### config.mk
export PLATFORM = sky130hd
export DESIGN_NAME = ttd_multi
export DESIGN_NICKNAME = d
export VERILOG_FILES = /design/src/rtl/ttd_multi.sv
export SDC_FILE = /design/constraint.sdc
export NUM_CORES = 1
export LEC_CHECK = 0
export BUFFER_PORTS_ARGS = -buffer_cell sky130_fd_sc_hd__buf_2
export CAP_MARGIN = 20
export CORE_ASPECT_RATIO = 1.1
export CORE_MARGIN = 2
export CORE_UTILIZATION = 50
export CTS_BUF_LIST = sky130_fd_sc_hd__clkbuf_16
export DETAILED_ROUTE_END_ITERATION = 16
export PLACE_DENSITY = 0.7
export SYNTH_ARGS = -nofsm -noshare
export SYNTH_HDL_FRONTEND = slang
export SYNTH_SLANG_ARGS = --single-unit
export TNS_END_PERCENT = 10
### constraint.sdc
create_clock -name clk -period 3.75 [get_ports clk]
set_input_delay 0.75 -clock clk [delete_from_list [all_inputs] [get_ports clk]]
set_output_delay 0.75 -clock clk [all_outputs]
set_load 0.01 [all_outputs]
### src/rtl/ttd_multi.sv
// Multi-channel time-to-digital converter: one shared ramp counter times NCH
// synchronised comparator edges, then offsets, saturates and optionally averages them.
module ttd_multi #(
  parameter int CNT_W    = 11,
  parameter int OUT_W    = 8,
  parameter int NCH      = 2,
  parameter int OFFSET   = 509,
  parameter int RST_CYC  = 4,
  parameter int AVG_LOG2 = 0
) (
  input  logic                 clk,
  input  logic                 rst,
  input  logic [NCH-1:0]       cmp_in,
  input  logic                 start,
  input  logic                 continuous,
  output logic                 rst_cap,
  output logic                 busy,
  output logic [NCH*OUT_W-1:0] data_out,
  output logic [NCH-1:0]       ovf,
  output logic                 data_valid
);

  localparam int ACC_W = OUT_W + AVG_LOG2;
  localparam int RC_W  = $clog2(RST_CYC + 1);
  localparam int WIN_W = (AVG_LOG2 > 0) ? AVG_LOG2 : 1;
  localparam logic [CNT_W-1:0]     CNT_MAX  = '1;
  localparam logic signed [CNT_W:0] OFF_S   = (CNT_W+1)'(OFFSET);
  localparam logic signed [CNT_W:0] SAT_S   = (CNT_W+1)'((1 << OUT_W) - 1);
  localparam logic [RC_W-1:0]      RC_LAST  = RC_W'(RST_CYC - 1);
  localparam logic [WIN_W-1:0]     WIN_LAST = WIN_W'((1 << AVG_LOG2) - 1);

  typedef enum logic [1:0] {IDLE, CAPRST, RAMP, DONE} state_t;
  state_t state, state_nxt;

  logic [NCH-1:0]          sync1, sync2, prev, rise;
  logic [NCH-1:0]          captured, timeout, ovf_acc, ovf_sum;
  logic [CNT_W-1:0]        cnt;
  logic [CNT_W-1:0]        cap_val [NCH];
  logic signed [CNT_W:0]   diff    [NCH];
  logic [OUT_W-1:0]        result  [NCH];
  logic [ACC_W-1:0]        acc     [NCH];
  logic [ACC_W-1:0]        acc_sum [NCH];
  logic [ACC_W-1:0]        avg_val [NCH];
  logic [RC_W-1:0]         rc_cnt;
  logic [WIN_W-1:0]        win_cnt;
  logic                    ramp_end;

  // Two-flop synchroniser plus previous-value flop for rising-edge detection.
  always_ff @(posedge clk) begin
    if (rst) begin
      sync1 <= '0;
      sync2 <= '0;
      prev  <= '0;
    end else begin
      sync1 <= cmp_in;
      sync2 <= sync1;
      prev  <= sync2;
    end
  end

  assign rise     = sync2 & ~prev;
  assign ramp_end = (&(captured | rise)) || (cnt == CNT_MAX);

  always_ff @(posedge clk) begin
    if (rst) state <= IDLE;
    else     state <= state_nxt;
  end

  always_comb begin
    state_nxt = state;
    rst_cap   = 1'b1;
    busy      = 1'b1;
    case (state)
      IDLE: begin
        busy = 1'b0;
        if (start || continuous) state_nxt = CAPRST;
      end
      CAPRST: if (rc_cnt == RC_LAST) state_nxt = RAMP;
      RAMP: begin
        rst_cap = 1'b0;
        if (ramp_end) state_nxt = DONE;
      end
      DONE: state_nxt = continuous ? CAPRST : IDLE;
      default: state_nxt = IDLE;
    endcase
  end

  // Offset removal in signed arithmetic so small captures clamp to zero instead of wrapping.
  always_comb begin
    ovf_sum = ovf_acc | timeout;
    for (int k = 0; k < NCH; k++) begin
      diff[k] = $signed({1'b0, cap_val[k]}) - OFF_S;
      if (diff[k] < 0)          result[k] = '0;
      else if (diff[k] > SAT_S) result[k] = '1;
      else                      result[k] = diff[k][OUT_W-1:0];
      acc_sum[k] = acc[k] + ACC_W'(result[k]);
      avg_val[k] = acc_sum[k] >> AVG_LOG2;
    end
  end

  always_ff @(posedge clk) begin
    if (rst) begin
      cnt        <= '0;
      rc_cnt     <= '0;
      win_cnt    <= '0;
      captured   <= '0;
      timeout    <= '0;
      ovf_acc    <= '0;
      data_out   <= '0;
      ovf        <= '0;
      data_valid <= 1'b0;
      for (int k = 0; k < NCH; k++) begin
        cap_val[k] <= '0;
        acc[k]     <= '0;
      end
    end else begin
      data_valid <= 1'b0;
      case (state)
        CAPRST: begin
          cnt      <= '0;
          captured <= '0;
          timeout  <= '0;
          rc_cnt   <= rc_cnt + 1'b1;
        end
        RAMP: begin
          cnt <= cnt + 1'b1;
          for (int k = 0; k < NCH; k++) begin
            if (!captured[k]) begin
              if (rise[k]) begin
                cap_val[k]  <= cnt;
                captured[k] <= 1'b1;
              end else if (cnt == CNT_MAX) begin
                cap_val[k] <= CNT_MAX;
                timeout[k] <= 1'b1;
              end
            end
          end
        end
        // The last conversion of a window publishes the average and restarts the window.
        DONE: begin
          rc_cnt <= '0;
          if (win_cnt == WIN_LAST) begin
            for (int k = 0; k < NCH; k++) begin
              data_out[k*OUT_W +: OUT_W] <= avg_val[k][OUT_W-1:0];
              acc[k] <= '0;
            end
            ovf        <= ovf_sum;
            data_valid <= 1'b1;
            ovf_acc    <= '0;
            win_cnt    <= '0;
          end else begin
            for (int k = 0; k < NCH; k++) acc[k] <= acc_sum[k];
            ovf_acc <= ovf_sum;
            win_cnt <= win_cnt + 1'b1;
          end
        end
        default: rc_cnt <= '0;
      endcase
    end
  end

endmodule

==> results.rst <==
.. list-table::
   :header-rows: 1

   * - Metric
     - Value
   * - Outcome
     - completed
   * - Combinational family with the most area after synthesis
     - compound AO/OA/AOI/OAI gates
   * - Chain of cells forming the critical path
     - inv_1, ha_1, inv_1, buf_2
   * - Syn Inst Count
     - roughly 310
   * - Shortest clock period the worst path allows after layout
     - 2.42 ns
   * - Antenna violations before repair
     - 0
   * - End-of-flow core utilization
     - 0.604
   * - Synth top area cells
     - sky130_fd_sc_hd__dfxtp_1 36%, sky130_fd_sc_hd__edfxtp_1 11%, sky130_fd_sc_hd__nor2_1 4.8%, sky130_fd_sc_hd__ha_1 3.7%, sky130_fd_sc_hd__a221o_1 3.6%
   * - Multiplexer share of the synthesized area
     - 0.0134
   * - Yosys top cell area share
     - 0.364
   * - CP max-delay cell
     - sky130_fd_sc_hd__ha_1
   * - Leading cell types by count after synthesis
     - 56 x sky130_fd_sc_hd__dfxtp_1, 39 x sky130_fd_sc_hd__nor2_1, 17 x sky130_fd_sc_hd__nand2_1
   * - Global-route wire length before repair
     - roughly 10000 um
   * - Post-synthesis cell type count
     - 57
   * - Vert. Die Dim
     - about 86 um
   * - Clock latency at the later pin of the worst-skew pair
     - ~0.32 ns
   * - Count of pins over their slew limit
     - 0
   * - Clock tree from TritonCTS
     - yes
   * - Post-synthesis to final-layout area growth
     - 14.6%
   * - Total gr overflow
     - 0
   * - Worst reg2reg path depth
     - 4
   * - Post-layout instance area
     - 3530 um2
   * - Initial DRC count
     - 82
   * - Worst stage delay on the critical path
     - about 0.47 ns
   * - Warnings from Yosys
     - 0
   * - Portion of the clock cycle consumed by the worst path in the final layout
     - 0.646
   * - Area share of fa/ha/maj cells after synthesis
     - 0.0366
   * - DR WL/cell
     - 14.2 um
   * - Worst-case clock skew
     - 0.00812 ns
   * - Fraction of final layout cells with drive strength greater than 1
     - 0.155
   * - Critical Path RT
     - roughly 3 ns
   * - Area of the multi-input gates
     - approximately 1500 um2
   * - Effective utilization at floorplan
     - 0.527
   * - I/O pin count
     - 27
   * - Most area-hungry cell type in the Yosys netlist
     - sky130_fd_sc_hd__dfxtp_1
   * - DRC errors left
     - 0
   * - Width of the die
     - about 80 um
   * - Maximum clock rate
     - roughly 410 MHz
   * - Synth Area in XOR/XNOR
     - 0.0569
   * - Total number of cells along the worst setup path
     - 4
   * - Via count of the first global-routing pass
     - 2093
   * - Post-synthesis simple-gate area fraction
     - 0.191
   * - Buffers and inverters on the worst path
     - 3
   * - Net count reported at finish
     - about 350
   * - FFs w/ async S/R, synth
     - 0
   * - Max Root-Sink Buffers
     - 2
   * - Most common cell in the synthesized netlist
     - sky130_fd_sc_hd__dfxtp_1
   * - Category of the worst setup path capture point
     - output pin
   * - # setup viols final
     - 0
   * - Post-route ant nets
     - 0
   * - Worst slew margin
     - 0.515
   * - Total number of vias
     - 2320
   * - Number of inserted diodes
     - 0
   * - Postcts setup bufs
     - 0
   * - Router iterations before antenna repair
     - 4
   * - Std-Cell Core Area
     - between 5000 and 6000 um2
   * - Post-Synthesis Net Count
     - 328
   * - Final WL
     - roughly 5900 um
   * - Leakage power
     - roughly 1.4 nW
   * - Total power per unit cell area
     - about 540 nW/um2
   * - Mapped cell area
     - 3080 um2
   * - Family of cells with the greatest summed delay on the critical path
     - buffers and inverters
   * - Sequential share of the synthesized area
     - 0.472
   * - Main flop type after synthesis
     - sky130_fd_sc_hd__dfxtp_1
   * - Max FO, Critical Path
     - 10
   * - Total clock sinks
     - between 60 and 70
   * - CTS Buf Count
     - 9
   * - Seq cells post-synth
     - 67
   * - Synthesized area per cell
     - slightly below 10 um2
   * - Floorplan die area
     - 6800 um2
   * - Row count
     - 29
   * - Clock transition at the register clock pins on the worst setup and hold paths after CTS
     - about 0.050 ns
   * - Number of instances on the worst hold path
     - 1
   * - Top cell by count, worst path
     - sky130_fd_sc_hd__inv_1
   * - Unrepaired setup endpoints after global routing
     - false
   * - Number of H-tree levels
     - 3
   * - RD Place Congestion
     - roughly 0.80
   * - Endpoint arrival time on the critical path
     - 1.67 ns
   * - Critical path launch point type
     - register
   * - Area occupied by registers
     - roughly 1500 um2
   * - Total placed instance area
     - about 3200 um2
   * - Pin count of the biggest net entering global routing
     - 23
   * - Worst Setup Path Type
     - register to output pin
   * - Peak VDD IR
     - 0.328 mV
   * - Total negative slack for setup checks
     - 0 ns
   * - CTS root buffer
     - sky130_fd_sc_hd__clkbuf_16
   * - Path category of the worst min-delay check
     - register to register
   * - Total GRT Usage
     - 0.193
   * - Buffers added on ports
     - 26
   * - Number of gates resized after CTS
     - 0
   * - Complex-gate fraction of the synthesized area
     - 0.191
   * - Slew at the pin with the worst max-slew slack
     - 0.727 ns
   * - Number of enable-type register cells in the synthesized netlist
     - 11
   * - Quantity of hold-fixing buffers added after cts
     - 0
   * - Layout filler cell count
     - approximately 510
   * - Number of vias per cell after detailed routing
     - 5.54
   * - Number of endpoints with negative hold slack in the final report
     - 0
   * - Dpl hpwl
     - slightly above 4000 um
   * - Maximum capacitance violations
     - 0
## cell usage in the layout, fill, tap and decap left out, drive strengths merged, types with 4 or more instances in the layout
master / netlist / final
inv: 16 / 18
a211oi: 10 / 10
xnor2: 8 / 8
a221o: 11 / 11
nand2: 17 / 17
nand2b: 5 / 5
edfxtp: 11 / 11
clkbuf: 8 / 9
and2: 10 / 10
o21ai: 11 / 11
dfxtp: 56 / 56
xor2: 12 / 12
and3: 6 / 6
nand3: 5 / 5
nor2: 39 / 39
buf: 5 / 27
a21oi: 11 / 11
a31oi: 6 / 6
nand4: 4 / 4
ha: 9 / 9
a32oi: 5 / 5
nor2b: 12 / 12
## power by group
part | switching [mW] | internal [mW] | leakage (nW)
Combinational | 0.213 | 0.125 | 0.664
Clock | 0.274 | 0.500 | 0.145
Sequential | 0.0310 | 0.774 | 0.567
## worst paths after layout
check        startpoint           end  slack, ns
max            state[0]       rst_cap       1.33
min            sync1[1]      sync2[1]       0.44
max reg2reg    state[1]  data_out[15]       1.68
min reg2reg    sync1[1]      sync2[1]       0.44
## cell type report
type / count / area share
Sequential cell: 67 / 0.412
Multi-Input combinational cell: 217 / 0.427
Clock inverter: 6 / 0.0145
Inverter: 16 / 0.0170
Clock buffer: 9 / 0.0639
Timing Repair Buffer: 27 / 0.0390
Tap cell: 77 / 0.0273
## registers in the layout, indices dropped and copies added, names as in the netlist, 2 cells and up
signal,flops
cap_val,22
captured,2
cnt,11
data_out,16
ovf,2
prev,2
rc_cnt,3
state,2
sync1,2
sync2,2
timeout,2
## cell families (layout without fill, tap and decap cells)
group | count (synthesis) | after routing
compound gates | 75 | 75
xor+xnor | 20 | 20
fa+ha+maj | 9 | 9
buf+inv | 29 | 58
flops | 67 | 67
mux | 4 | 4
simple gates | 109 | 109
## through the flow
stage	setup WS (ns)	power (mW)	instances	hold WS, ns
after detailed placement	1.48	1.16	404	0.432
after global placement	1.56	1.15	404	0.418
after floorplan	1.32	1.07	313	0.414
after CTS	1.32	1.94	419	0.450
after global routing	1.20	2.02	419	0.460
final	1.33	1.92	419	0.443
## per-layer routing
metal	routed length [um]	share of wire	global-route usage
met5	0	0	0
met4	65	0.011	0.0893
met3	205	0.035	0.0500
met2	2940	0.49	0.313
met1	2730	0.46	0.242
Power figures use the tool's default switching activity.
